$ cat src/rtl/spi_reg_bridge.sv
// Purpose : SPI mode-0 write-only slave; turns serial frames into single-byte
//           register writes (we/addr/data_out) with burst address auto-increment.
// Latency : we rises on the 4th clk edge after the raw sclk edge carrying bit 8
//           (2 sync + 1 edge detect + 1 output register).
// Backpressure: none; reg_map must accept one write per strobe, and the
//           cs_n/sclk/mosi synchronisers assume clk >= 8x sclk.
//
// Ports:
//   clk, rst        system clock, asynchronous active-low reset
//   sclk, cs_n, mosi  raw SPI inputs from the host (asynchronous to clk)
//   we, addr, data_out  one-cycle register write strobe with its address/data
//   busy            frame in progress (synchronised cs_n low)
//   err             sticky frame error, cleared when the next frame starts
module spi_reg_bridge #(
  parameter int ADDR_WIDTH = 5,
  parameter int NUM_REGS   = 31,
  parameter int DATA_WIDTH = 8
) (
  input  logic                  clk,
  input  logic                  rst,
  input  logic                  sclk,
  input  logic                  cs_n,
  input  logic                  mosi,
  output logic                  we,
  output logic [ADDR_WIDTH-1:0] addr,
  output logic [DATA_WIDTH-1:0] data_out,
  output logic                  busy,
  output logic                  err
);

  localparam logic [ADDR_WIDTH-1:0] LAST_ADDR = ADDR_WIDTH'(NUM_REGS - 1);

  typedef enum logic [1:0] {IDLE, CMD, DATA, IGNORE} state_t;

  // Synchroniser, delay and edge-detect stages
  logic sclk_s1, sclk_s2, sclk_d;
  logic cs_s1, cs_s2, cs_d;
  logic mosi_s1, mosi_s2, mosi_d;
  logic sclk_rise_q, cs_rise_q, cs_fall_q;
  logic [1:0] settle_cnt;
  logic armed;

  // A cs_n fall is only honoured after cs_n has been seen high once the
  // synchronisers have flushed their reset values. This keeps a host that
  // holds cs_n low through a reset from starting a half-received frame.
  always_ff @(posedge clk or negedge rst) begin
    if (!rst) begin
      sclk_s1     <= 1'b0;
      sclk_s2     <= 1'b0;
      sclk_d      <= 1'b0;
      cs_s1       <= 1'b1;
      cs_s2       <= 1'b1;
      cs_d        <= 1'b1;
      mosi_s1     <= 1'b0;
      mosi_s2     <= 1'b0;
      mosi_d      <= 1'b0;
      sclk_rise_q <= 1'b0;
      cs_rise_q   <= 1'b0;
      cs_fall_q   <= 1'b0;
      settle_cnt  <= 2'd0;
      armed       <= 1'b0;
    end else begin
      sclk_s1     <= sclk;
      sclk_s2     <= sclk_s1;
      sclk_d      <= sclk_s2;
      cs_s1       <= cs_n;
      cs_s2       <= cs_s1;
      cs_d        <= cs_s2;
      mosi_s1     <= mosi;
      mosi_s2     <= mosi_s1;
      mosi_d      <= mosi_s2;
      // mosi_d lines up with sclk_rise_q, so the bit sampled is the one
      // present at the synchronised rising edge.
      sclk_rise_q <= sclk_s2 & ~sclk_d;
      cs_rise_q   <= cs_s2 & ~cs_d;
      cs_fall_q   <= ~cs_s2 & cs_d & armed;
      if (settle_cnt != 2'd3) begin
        settle_cnt <= settle_cnt + 2'd1;
      end else if (cs_s2 && cs_d) begin
        armed <= 1'b1;
      end
    end
  end

  state_t                state;
  logic [2:0]            bit_cnt;
  logic [DATA_WIDTH-2:0] shreg;
  logic [ADDR_WIDTH-1:0] addr_ptr;

  logic [DATA_WIDTH-1:0] new_byte;
  logic [ADDR_WIDTH-1:0] cmd_addr;
  logic                  cmd_ok;
  logic                  partial_pending;

  assign new_byte = {shreg, mosi_d};
  assign cmd_addr = new_byte[ADDR_WIDTH-1:0];
  assign cmd_ok   = new_byte[7] &&
                    ({{(32-ADDR_WIDTH){1'b0}}, cmd_addr} < NUM_REGS);
  // Bits left over once any same-cycle sclk edge has been counted
  assign partial_pending = sclk_rise_q ? (bit_cnt != 3'd7) : (bit_cnt != 3'd0);

  always_ff @(posedge clk or negedge rst) begin
    if (!rst) begin
      state    <= IDLE;
      bit_cnt  <= 3'd0;
      shreg    <= '0;
      addr_ptr <= '0;
      we       <= 1'b0;
      addr     <= '0;
      data_out <= '0;
      busy     <= 1'b0;
      err      <= 1'b0;
    end else begin
      we <= 1'b0;
      case (state)
        IDLE: begin
          if (cs_fall_q) begin
            state   <= CMD;
            busy    <= 1'b1;
            err     <= 1'b0;
            bit_cnt <= 3'd0;
          end
        end
        CMD, DATA: begin
          if (sclk_rise_q) begin
            shreg   <= new_byte[DATA_WIDTH-2:0];
            bit_cnt <= bit_cnt + 3'd1;
            if (bit_cnt == 3'd7) begin
              if (state == CMD) begin
                if (cmd_ok) begin
                  addr_ptr <= cmd_addr;
                  state    <= DATA;
                end else begin
                  err   <= 1'b1;
                  state <= IGNORE;
                end
              end else begin
                we       <= 1'b1;
                addr     <= addr_ptr;
                data_out <= new_byte;
                // No wrap-around: writing the last register ends the burst
                if (addr_ptr == LAST_ADDR) begin
                  err   <= 1'b1;
                  state <= IGNORE;
                end else begin
                  addr_ptr <= addr_ptr + 1'b1;
                end
              end
            end
          end
        end
        default: ;
      endcase

      // End of frame takes priority over the state update above, but a byte
      // completed in the same cycle has already issued its write.
      if (cs_rise_q && state != IDLE) begin
        state   <= IDLE;
        busy    <= 1'b0;
        bit_cnt <= 3'd0;
        if (state == DATA && partial_pending) begin
          err <= 1'b1;
        end
      end
    end
  end

endmodule

$ cat config.mk
export PLATFORM = sky130hd
export DESIGN_NAME = spi_reg_bridge
export DESIGN_NICKNAME = d
export VERILOG_FILES = /design/src/rtl/spi_reg_bridge.sv
export SDC_FILE = /design/constraint.sdc
export NUM_CORES = 1
export LEC_CHECK = 0
export BUFFER_PORTS_ARGS = -buffer_cell sky130_fd_sc_hd__buf_4
export CELL_PAD_IN_SITES_DETAIL_PLACEMENT = 0
export CELL_PAD_IN_SITES_GLOBAL_PLACEMENT = 2
export CORE_UTILIZATION = 42
export DETAILED_ROUTE_END_ITERATION = 10
export GPL_TIMING_DRIVEN = 0
export MAX_ROUTING_LAYER = met4
export PLACE_DENSITY = 0.83
export SETUP_SLACK_MARGIN = 0.15
export SYNTH_ARGS = -nofsm -noshare
export SYNTH_HDL_FRONTEND = slang
export SYNTH_SLANG_ARGS = --single-unit
$ cat constraint.sdc
create_clock -name clk -period 5.29 [get_ports clk]
set_clock_uncertainty 0.05 [all_clocks]
set_input_delay 0 -clock clk [delete_from_list [all_inputs] [get_ports clk]]
set_output_delay 0 -clock clk [all_outputs]
set_load 0.02 [all_outputs]
==> run metrics, run 1 <==
CTS sink count=48; critical path type=reg -> reg; launching element type of the critical path=flip-flop; number of antenna repair diodes=0; Area Overhead vs Synth=18.06%; Final GP Congestion=0.8072; critical path capture point=addr_ptr[1]; Pleak=0.001243 uW; combined global-route utilization of all metal layers=0.1812; IO Count=21; Routed wire per std cell=14.10 um; fraction of final layout cells with drive strength greater than 1=0.2523; highest-count cells in the layout ignoring fill and taps=sky130_fd_sc_hd__dfrtp_1 (45), sky130_fd_sc_hd__nand2_1 (40), sky130_fd_sc_hd__buf_4 (22), sky130_fd_sc_hd__inv_1 (11), sky130_fd_sc_hd__ha_1 (10); unrepaired setup endpoints after global routing=false; drt drc=0; HPWL after detailed placement=2.922 mm; Bufs on Longest Clock Path=2; fin crit period=between 1500 and 2000 ps; H-tree depth reported by CTS=2; cts bufs inserted=5; Final TNS setup=0 ps; required time of the critical path=5430 ps; Reg2Reg Launch Point=state[0]; TritonCTS clock tree=yes; type of the most critical hold path=in -> async; Max Freq=531.7 MHz; final worst hold slack=192.7 ps; sequential element share of the synthesized area=0.5573; number of DRC violations after detailed-routing iteration 0=64; distinct cell type count after synthesis=42; average vias per placed instance=5.087; data arrival time of the worst path=2020 ps; gate count of the mapped netlist=190; CP startpoint=state[0]; share of the cycle needed by the critical path after routing=0.3555; Relative slew margins=0.6112; most common cell after layout, fill and taps aside=sky130_fd_sc_hd__dfrtp_1; count of TritonRoute iterations in the first routing pass=6; chip width=73.75 um; Root Driver=sky130_fd_sc_hd__clkbuf_8; status=completed; measured slew at the worst slew-check pin=583.2 ps; global-route wire length before repair=7.155 mm; Vias=1470; largest net degree at the start of global routing=49; die extent in y=73.75 um; Die Area=5439 um2; number of setup buffers added after CTS=0; GR Overflow Total=0; Gates resized, CTS repair=0; number of core rows=25; Reg2Reg Capture Point=addr_ptr[1]; count of endpoints failing setup in the final report=0; minimum setup slack among reg-to-reg paths=roughly 3400 ps; effective utilization at floorplan=0.4459; register clock-pin slew on the reported worst setup and hold paths=100 ps; final wirelength=4.076 mm; initial antenna violation count=0; top fanout value on the critical path=8; Final Hold Fails=0; nature of the critical path endpoint=flip-flop; Tot Pwr=1031 uW; Worst-Skew Late Latency=300 ps; number of maximum-capacitance violations=0; Slew Viols, Final=0; number of port buffers=20; Synthesized Nets=205; Max VDD drop=roughly 0.20 mV; average size of a mapped cell=11.38 um2; Power Density=about 400 nW/um2; post-layout net count=236; cells on worst reg2reg path=6; Mapped Area=2162 um2; core area=slightly below 5000 um2; number of flip-flops and latches in the synthesized netlist=48; count of yosys warnings during synthesis=0; Antenna Violating Nets Remaining=0; via count of the first global-routing pass=1542
## flip-flops by register name (all words and copies together), names as in the netlist, 2 cells and up
| register | cells |
|---|---|
| data_out | 8 |
| shreg | 7 |
| addr | 5 |
| addr_ptr | 5 |
| bit_cnt | 3 |
| settle_cnt | 2 |
| state | 2 |
## cell type report
type | count | area, um2
inverter | 13 | 53.80
timing repair buffer | 24 | 190.2
multi-input combinational | 124 | 850.8
clock buffer | 5 | 68.82
buffer | 5 | 52.55
sequential | 48 | 1205
clock inverter | 3 | 47.55
tap | 67 | 83.83
fill | 447 | 2296
## worst max-delay path, stage by stage (launching register included)
cell and delay [ps]:
sky130_fd_sc_hd__dfrtp_1 430, sky130_fd_sc_hd__inv_1 90, sky130_fd_sc_hd__ha_1 280, sky130_fd_sc_hd__buf_4 150, sky130_fd_sc_hd__nand3_1 160, sky130_fd_sc_hd__a21oi_2 290, sky130_fd_sc_hd__mux2_4 330
## power by group
group | internal (uW) | total [uW] | switching [uW]
registers | 425 | 490 | 64.5
clock network | 142 | 269 | 127
logic | 118 | 272 | 154
total | 686 | 1030 | 346
## cells in the mapped netlist
| cell type | n | share of area |
|---|---|---|
| sky130_fd_sc_hd__dfrtp_1 | 45 | 0.52 |
| sky130_fd_sc_hd__nand2_1 | 40 | 0.069 |
| sky130_fd_sc_hd__inv_1 | 11 | 0.019 |
| sky130_fd_sc_hd__ha_1 | 10 | 0.058 |
| sky130_fd_sc_hd__mux2_2 | 8 | 0.042 |
| sky130_fd_sc_hd__nand3_1 | 8 | 0.019 |
| sky130_fd_sc_hd__o21ai_0 | 7 | 0.016 |
| sky130_fd_sc_hd__nor2_1 | 5 | 0.0087 |
| sky130_fd_sc_hd__o211ai_1 | 5 | 0.017 |
| sky130_fd_sc_hd__a41oi_1 | 4 | 0.016 |
| sky130_fd_sc_hd__a21oi_1 | 3 | 0.0069 |
| sky130_fd_sc_hd__and3_1 | 3 | 0.0087 |
| sky130_fd_sc_hd__dfstp_2 | 3 | 0.036 |
| sky130_fd_sc_hd__nor2b_1 | 3 | 0.0087 |
| sky130_fd_sc_hd__a21o_1 | 2 | 0.0069 |
| sky130_fd_sc_hd__buf_4 | 2 | 0.0069 |
| sky130_fd_sc_hd__buf_6 | 2 | 0.010 |
| sky130_fd_sc_hd__inv_4 | 2 | 0.0058 |
| sky130_fd_sc_hd__mux2i_1 | 2 | 0.0093 |
| sky130_fd_sc_hd__nand4_1 | 2 | 0.0058 |
| sky130_fd_sc_hd__nor3_1 | 2 | 0.0046 |
| sky130_fd_sc_hd__a211oi_2 | 1 | 0.0058 |
| sky130_fd_sc_hd__a21oi_2 | 1 | 0.0041 |
| sky130_fd_sc_hd__a221oi_1 | 1 | 0.0041 |
| sky130_fd_sc_hd__a22oi_1 | 1 | 0.0035 |
| sky130_fd_sc_hd__a2bb2oi_1 | 1 | 0.0041 |
| sky130_fd_sc_hd__a31o_2 | 1 | 0.0041 |
| sky130_fd_sc_hd__a31oi_1 | 1 | 0.0029 |
| sky130_fd_sc_hd__a41o_4 | 1 | 0.0098 |
| sky130_fd_sc_hd__and2_1 | 1 | 0.0029 |
| sky130_fd_sc_hd__buf_8 | 1 | 0.0069 |
| sky130_fd_sc_hd__mux2_4 | 1 | 0.0069 |
| sky130_fd_sc_hd__nand2_2 | 1 | 0.0029 |
| sky130_fd_sc_hd__nand2_8 | 1 | 0.0093 |
| sky130_fd_sc_hd__nand2b_1 | 1 | 0.0029 |
| sky130_fd_sc_hd__nand3_2 | 1 | 0.0046 |
| sky130_fd_sc_hd__o211a_1 | 1 | 0.0046 |
| sky130_fd_sc_hd__o211ai_2 | 1 | 0.0058 |
| sky130_fd_sc_hd__o22ai_1 | 1 | 0.0029 |
| sky130_fd_sc_hd__o31a_1 | 1 | 0.0041 |
| sky130_fd_sc_hd__o41ai_2 | 1 | 0.0075 |
| sky130_fd_sc_hd__xnor2_1 | 1 | 0.0041 |
## cells by family (layout without fill, tap and decap cells)
family / after synthesis / after routing / synth area share
compound gates: 34 / 34 / 0.1267
xor+xnor: 1 / 1 / 0.004052
fa+ha+maj: 10 / 10 / 0.05787
buf+inv: 18 / 50 / 0.04918
flops: 48 / 48 / 0.5573
mux: 11 / 11 / 0.05787
simple gates: 68 / 68 / 0.1470
## layer usage
| layer | share of wire | vias to the layer above | track usage |
|---|---|---|---|
| li1 | - | 721 | - |
| met1 | 0.46 | 724 | 0.2184 |
| met2 | 0.50 | 20 | 0.3007 |
| met3 | 0.026 | 5 | 0.03704 |
| met4 | 0.014 | 0 | 0.06624 |
| met5 | 0 | - | - |
## stage by stage
step | instance area [um2] | std cells | setup slack, ps | utilization
after floorplan | 2162 | 190 | 3634 | -
after global routing | 2552 | 289 | 3282 | 0.5265
final | 2552 | 289 | 3409 | 0.5265
after CTS | 2552 | 289 | 3382 | 0.5265
after detailed placement | 2396 | 277 | 3419 | 0.4942
after global placement | 2396 | 277 | 3420 | 0.4942
## timing repair
action | CTS | global route
hold buffers | 4 | 0
endpoints found under the hold margin | 48 | 0
endpoints found under the setup margin | 0 | 0
## worst min-delay path by stage
stage | from | endpoint | cells past startpoint
6_report | rst | err | 2
5_1_grt | rst | err | 2
4_1_cts | rst | err | 2
3_5_place_dp | rst | addr[4] | 1
3_3_place_gp | rst | addr[4] | 1
2_1_floorplan | rst | addr[0] | 0
(Power assumes the default switching activity.)
==> inputs of run 2 (changes only) <==
Settings changed: CORE_UTILIZATION 42 to 35, PLACE_DENSITY 0.83 to 0.73.
Clock period 5.29 ns to 1.55 ns, I/O delays scaled along.
==> run 2 against run 1 <==
- the run now ends with negative setup slack left
- largest power group unchanged
- total power grew to 4.0 times the previous value
- register-to-register slack lost 3600 ps
- clock power grew to 3.0 times the previous value
- design area grew 20%
- routed wire length grew 20%
- critical path depth grew 1
- via count grew 8.6%
- setup slack lost 3600 ps
- combinational power grew to 5.7 times the previous value
- critical path type unchanged
==> run metrics, run 2 (synthesis results as in run 1) <==
status=finished with violations (was completed); violated checks=negative setup slack; required time of the critical path=1700 ps (was 5430 ps); Max Freq=582.7 MHz (was 531.7 MHz); Area Overhead vs Synth=41.38% (was 18.06%); launching element type of the critical path=flip-flop (unchanged); Tot Pwr=4078 uW (was 1031 uW); drt drc=0 (unchanged); relative contribution of the clock network to total power=0.197 (was 0.261); die extent in y=80.60 um (was 73.75 um); Bufs on Longest Clock Path=2 (unchanged); register clock-pin slew on the reported worst setup and hold paths=90 ps (was 100 ps); Worst-Skew Late Latency=310 ps (was 300 ps); number of antenna repair diodes=0 (unchanged); unrepaired setup endpoints after global routing=true (was false); Antenna Violating Nets Remaining=0 (unchanged); top flop regs=data_out x8, shreg x7 (unchanged); worst-case setup margin in the final layout=-166.2 ps (was 3409 ps); Slew Viols, Final=0 (unchanged); top fanout value on the critical path=5 (was 8); H-tree depth reported by CTS=2 (unchanged); Die Area=6496 um2 (was 5439 um2); HPWL after detailed placement=2.995 mm (was 2.922 mm); GR Overflow Total=0 (unchanged); critical path type=reg -> reg (unchanged); count of buffer and inverter cells on the critical path=3 (was 2); Final TNS setup=-3420 ps (was 0 ps); number of maximum-capacitance violations=0 (unchanged); post-layout net count=257 (was 236); number of port buffers=20 (unchanged); Relative slew margins=0.5892 (was 0.6112); CTS sink count=48 (unchanged); measured slew at the worst slew-check pin=616.3 ps (was 583.2 ps); largest net degree at the start of global routing=49 (unchanged); Final Hold Fails=0 (unchanged); count of endpoints failing setup in the final report=32 (was 0); combined global-route utilization of all metal layers=0.1780 (was 0.1812); ordered list of cells on the worst path=inv_2 > ha_4 > buf_6 > buf_6 > nand3_4 > a21oi_4 > mux2_4 (was inv_1 > ha_1 > buf_4 > nand3_1 > a21oi_2 > mux2_4); Pleak=0.001420 uW (was 0.001243 uW); share of the cycle needed by the critical path after routing=1.107 (was 0.3555); effective utilization at floorplan=0.3630 (was 0.4459); Vias=1597 (was 1470); fin crit period=1716 ps (was 1881 ps); cts bufs inserted=5 (unchanged); top cell family by delay on the critical path=flip-flops (unchanged); fraction of final layout cells with drive strength greater than 1=0.4733 (was 0.2523); final wirelength=4.874 mm (was 4.076 mm); initial antenna violation count=0 (unchanged); data arrival time of the worst path=1870 ps (was 2020 ps); number of DRC violations after detailed-routing iteration 0=72 (was 64); via count of the first global-routing pass=1674 (was 1542); share of total power in sequential cells=0.421 (was 0.475); number of core rows=28 (was 25); Routed wire per std cell=15.33 um (was 14.10 um); highest-count cells in the layout ignoring fill and taps=sky130_fd_sc_hd__dfrtp_1 (45), sky130_fd_sc_hd__buf_4 (31), sky130_fd_sc_hd__nand2_1 (28), sky130_fd_sc_hd__nand2_2 (10), sky130_fd_sc_hd__mux2_4 (8) (was sky130_fd_sc_hd__dfrtp_1 (45), sky130_fd_sc_hd__nand2_1 (40), sky130_fd_sc_hd__buf_4 (22), sky130_fd_sc_hd__inv_1 (11), sky130_fd_sc_hd__ha_1 (10)); global-route wire length before repair=8.259 mm (was 7.155 mm); IO Count=21 (unchanged); max reg flops=8 (unchanged); chip width=80.60 um (was 73.75 um); TritonCTS clock tree=yes (unchanged); fillcell total=542 (was 447); Sw Ratio=0.3631 (was 0.3352); Most flops, register=data_out (unchanged); library cell appearing most often on the critical path=sky130_fd_sc_hd__buf_6; CP max stage delay=410 ps (was 430 ps); Max VDD drop=0.6951 mV (was 0.2005 mV); core area=5956 um2 (was 4848 um2); Final GP Congestion=0.7947 (was 0.8072); count of TritonRoute iterations in the first routing pass=4 (was 6); most common cell after layout, fill and taps aside=sky130_fd_sc_hd__dfrtp_1 (unchanged); nature of the critical path endpoint=flip-flop (unchanged); Power Density=1334 nW/um2 (was 404.1 nW/um2); switching power of the nets=1481 uW (was 345.7 uW); final worst hold slack=184.4 ps (was 192.7 ps); final core utilization=0.5132 (was 0.5265); cell-internal power=2598 uW (was 685.7 uW); average vias per placed instance=5.022 (was 5.087); Root Driver=sky130_fd_sc_hd__clkbuf_8 (unchanged); type of the most critical hold path=in -> async (unchanged); highest-delay cell along the critical path=sky130_fd_sc_hd__dfrtp_1 (unchanged); combinational cell fraction of total power=0.382 (was 0.264)
[run 2: final timing paths]
kind / startpoint / to / slack [ps] / cells past startpoint
worst min-delay path: rst / data_out[4] / 180 / 2
worst max-delay path: state[0] / addr_ptr[1] / -170 / 7
worst min register to register: mosi_s1 / mosi_s2 / 300 / 0
max in group asynchronous: rst / cs_rise_q / 840 / 2
min in group clk: mosi / mosi_s1 / 290 / 2
worst max register to register: state[0] / addr_ptr[1] / -170 / 7
[run 2: repair_timing]
| item | CTS | global route |
|---|---|---|
| gates cloned | 1 | 1 |
| hold buffers | 4 | 0 |
| pin swaps | 11 | 11 |
| setup endpoints to repair | 32 | 32 |
| hold endpoints to repair | 48 | 0 |
| resized for setup | 44 | 22 |
| setup buffers | 16 | 3 |
[run 2: power groups by stage]
stage / Clock, uW / Sequential, uW / Combinational [uW]
after global placement: 0 / 1690 / 935
after detailed placement: 0 / 1700 / 976
final: 804 / 1720 / 1560
after CTS: 830 / 1700 / 1450
after floorplan: 0 / 1650 / 716
after global routing: 889 / 1750 / 1690
[run 2: through the flow]
stage / std cells / instance area [um2] / worst slack, ps
6_report: 318 / 3057 / -166.2
3_3_place_gp: 285 / 2437 / -194.1
5_1_grt: 318 / 3057 / -196.8
2_1_floorplan: 190 / 2193 / -50.13
4_1_cts: 314 / 2914 / -106.6
3_5_place_dp: 285 / 2437 / -198.6
[run 2: layer usage]
metal	wire [um]	track usage
met2	2420	0.2788
met5	0	-
met1	2148	0.2112
met4	136	0.08393
met3	168	0.05000
[run 2: area by class of cell]
class                   instances  area (um2)  area share
clock inverters                 2       15.01    0.004912
well taps                      75       93.84     0.03070
multi-input cells             124        1097      0.3590
inverters                      13       58.81     0.01924
flip-flops and latches         48        1205      0.3942
repair buffers                 45       432.9      0.1416
clock buffers                   6       82.58     0.02702
plain buffers                   5       71.32     0.02333
[run 2: worst register-to-register path, delay by kind of cell, from the launching register on]
kind                     cells  cell delay, ps
AO/OA/AOI/OAI                1             190
buffers and inverters        3             300
AND/OR/NAND/NOR              1              90
multiplexers                 1             310
flip-flops                   1             410
adder cells (fa/ha/maj)      1             260
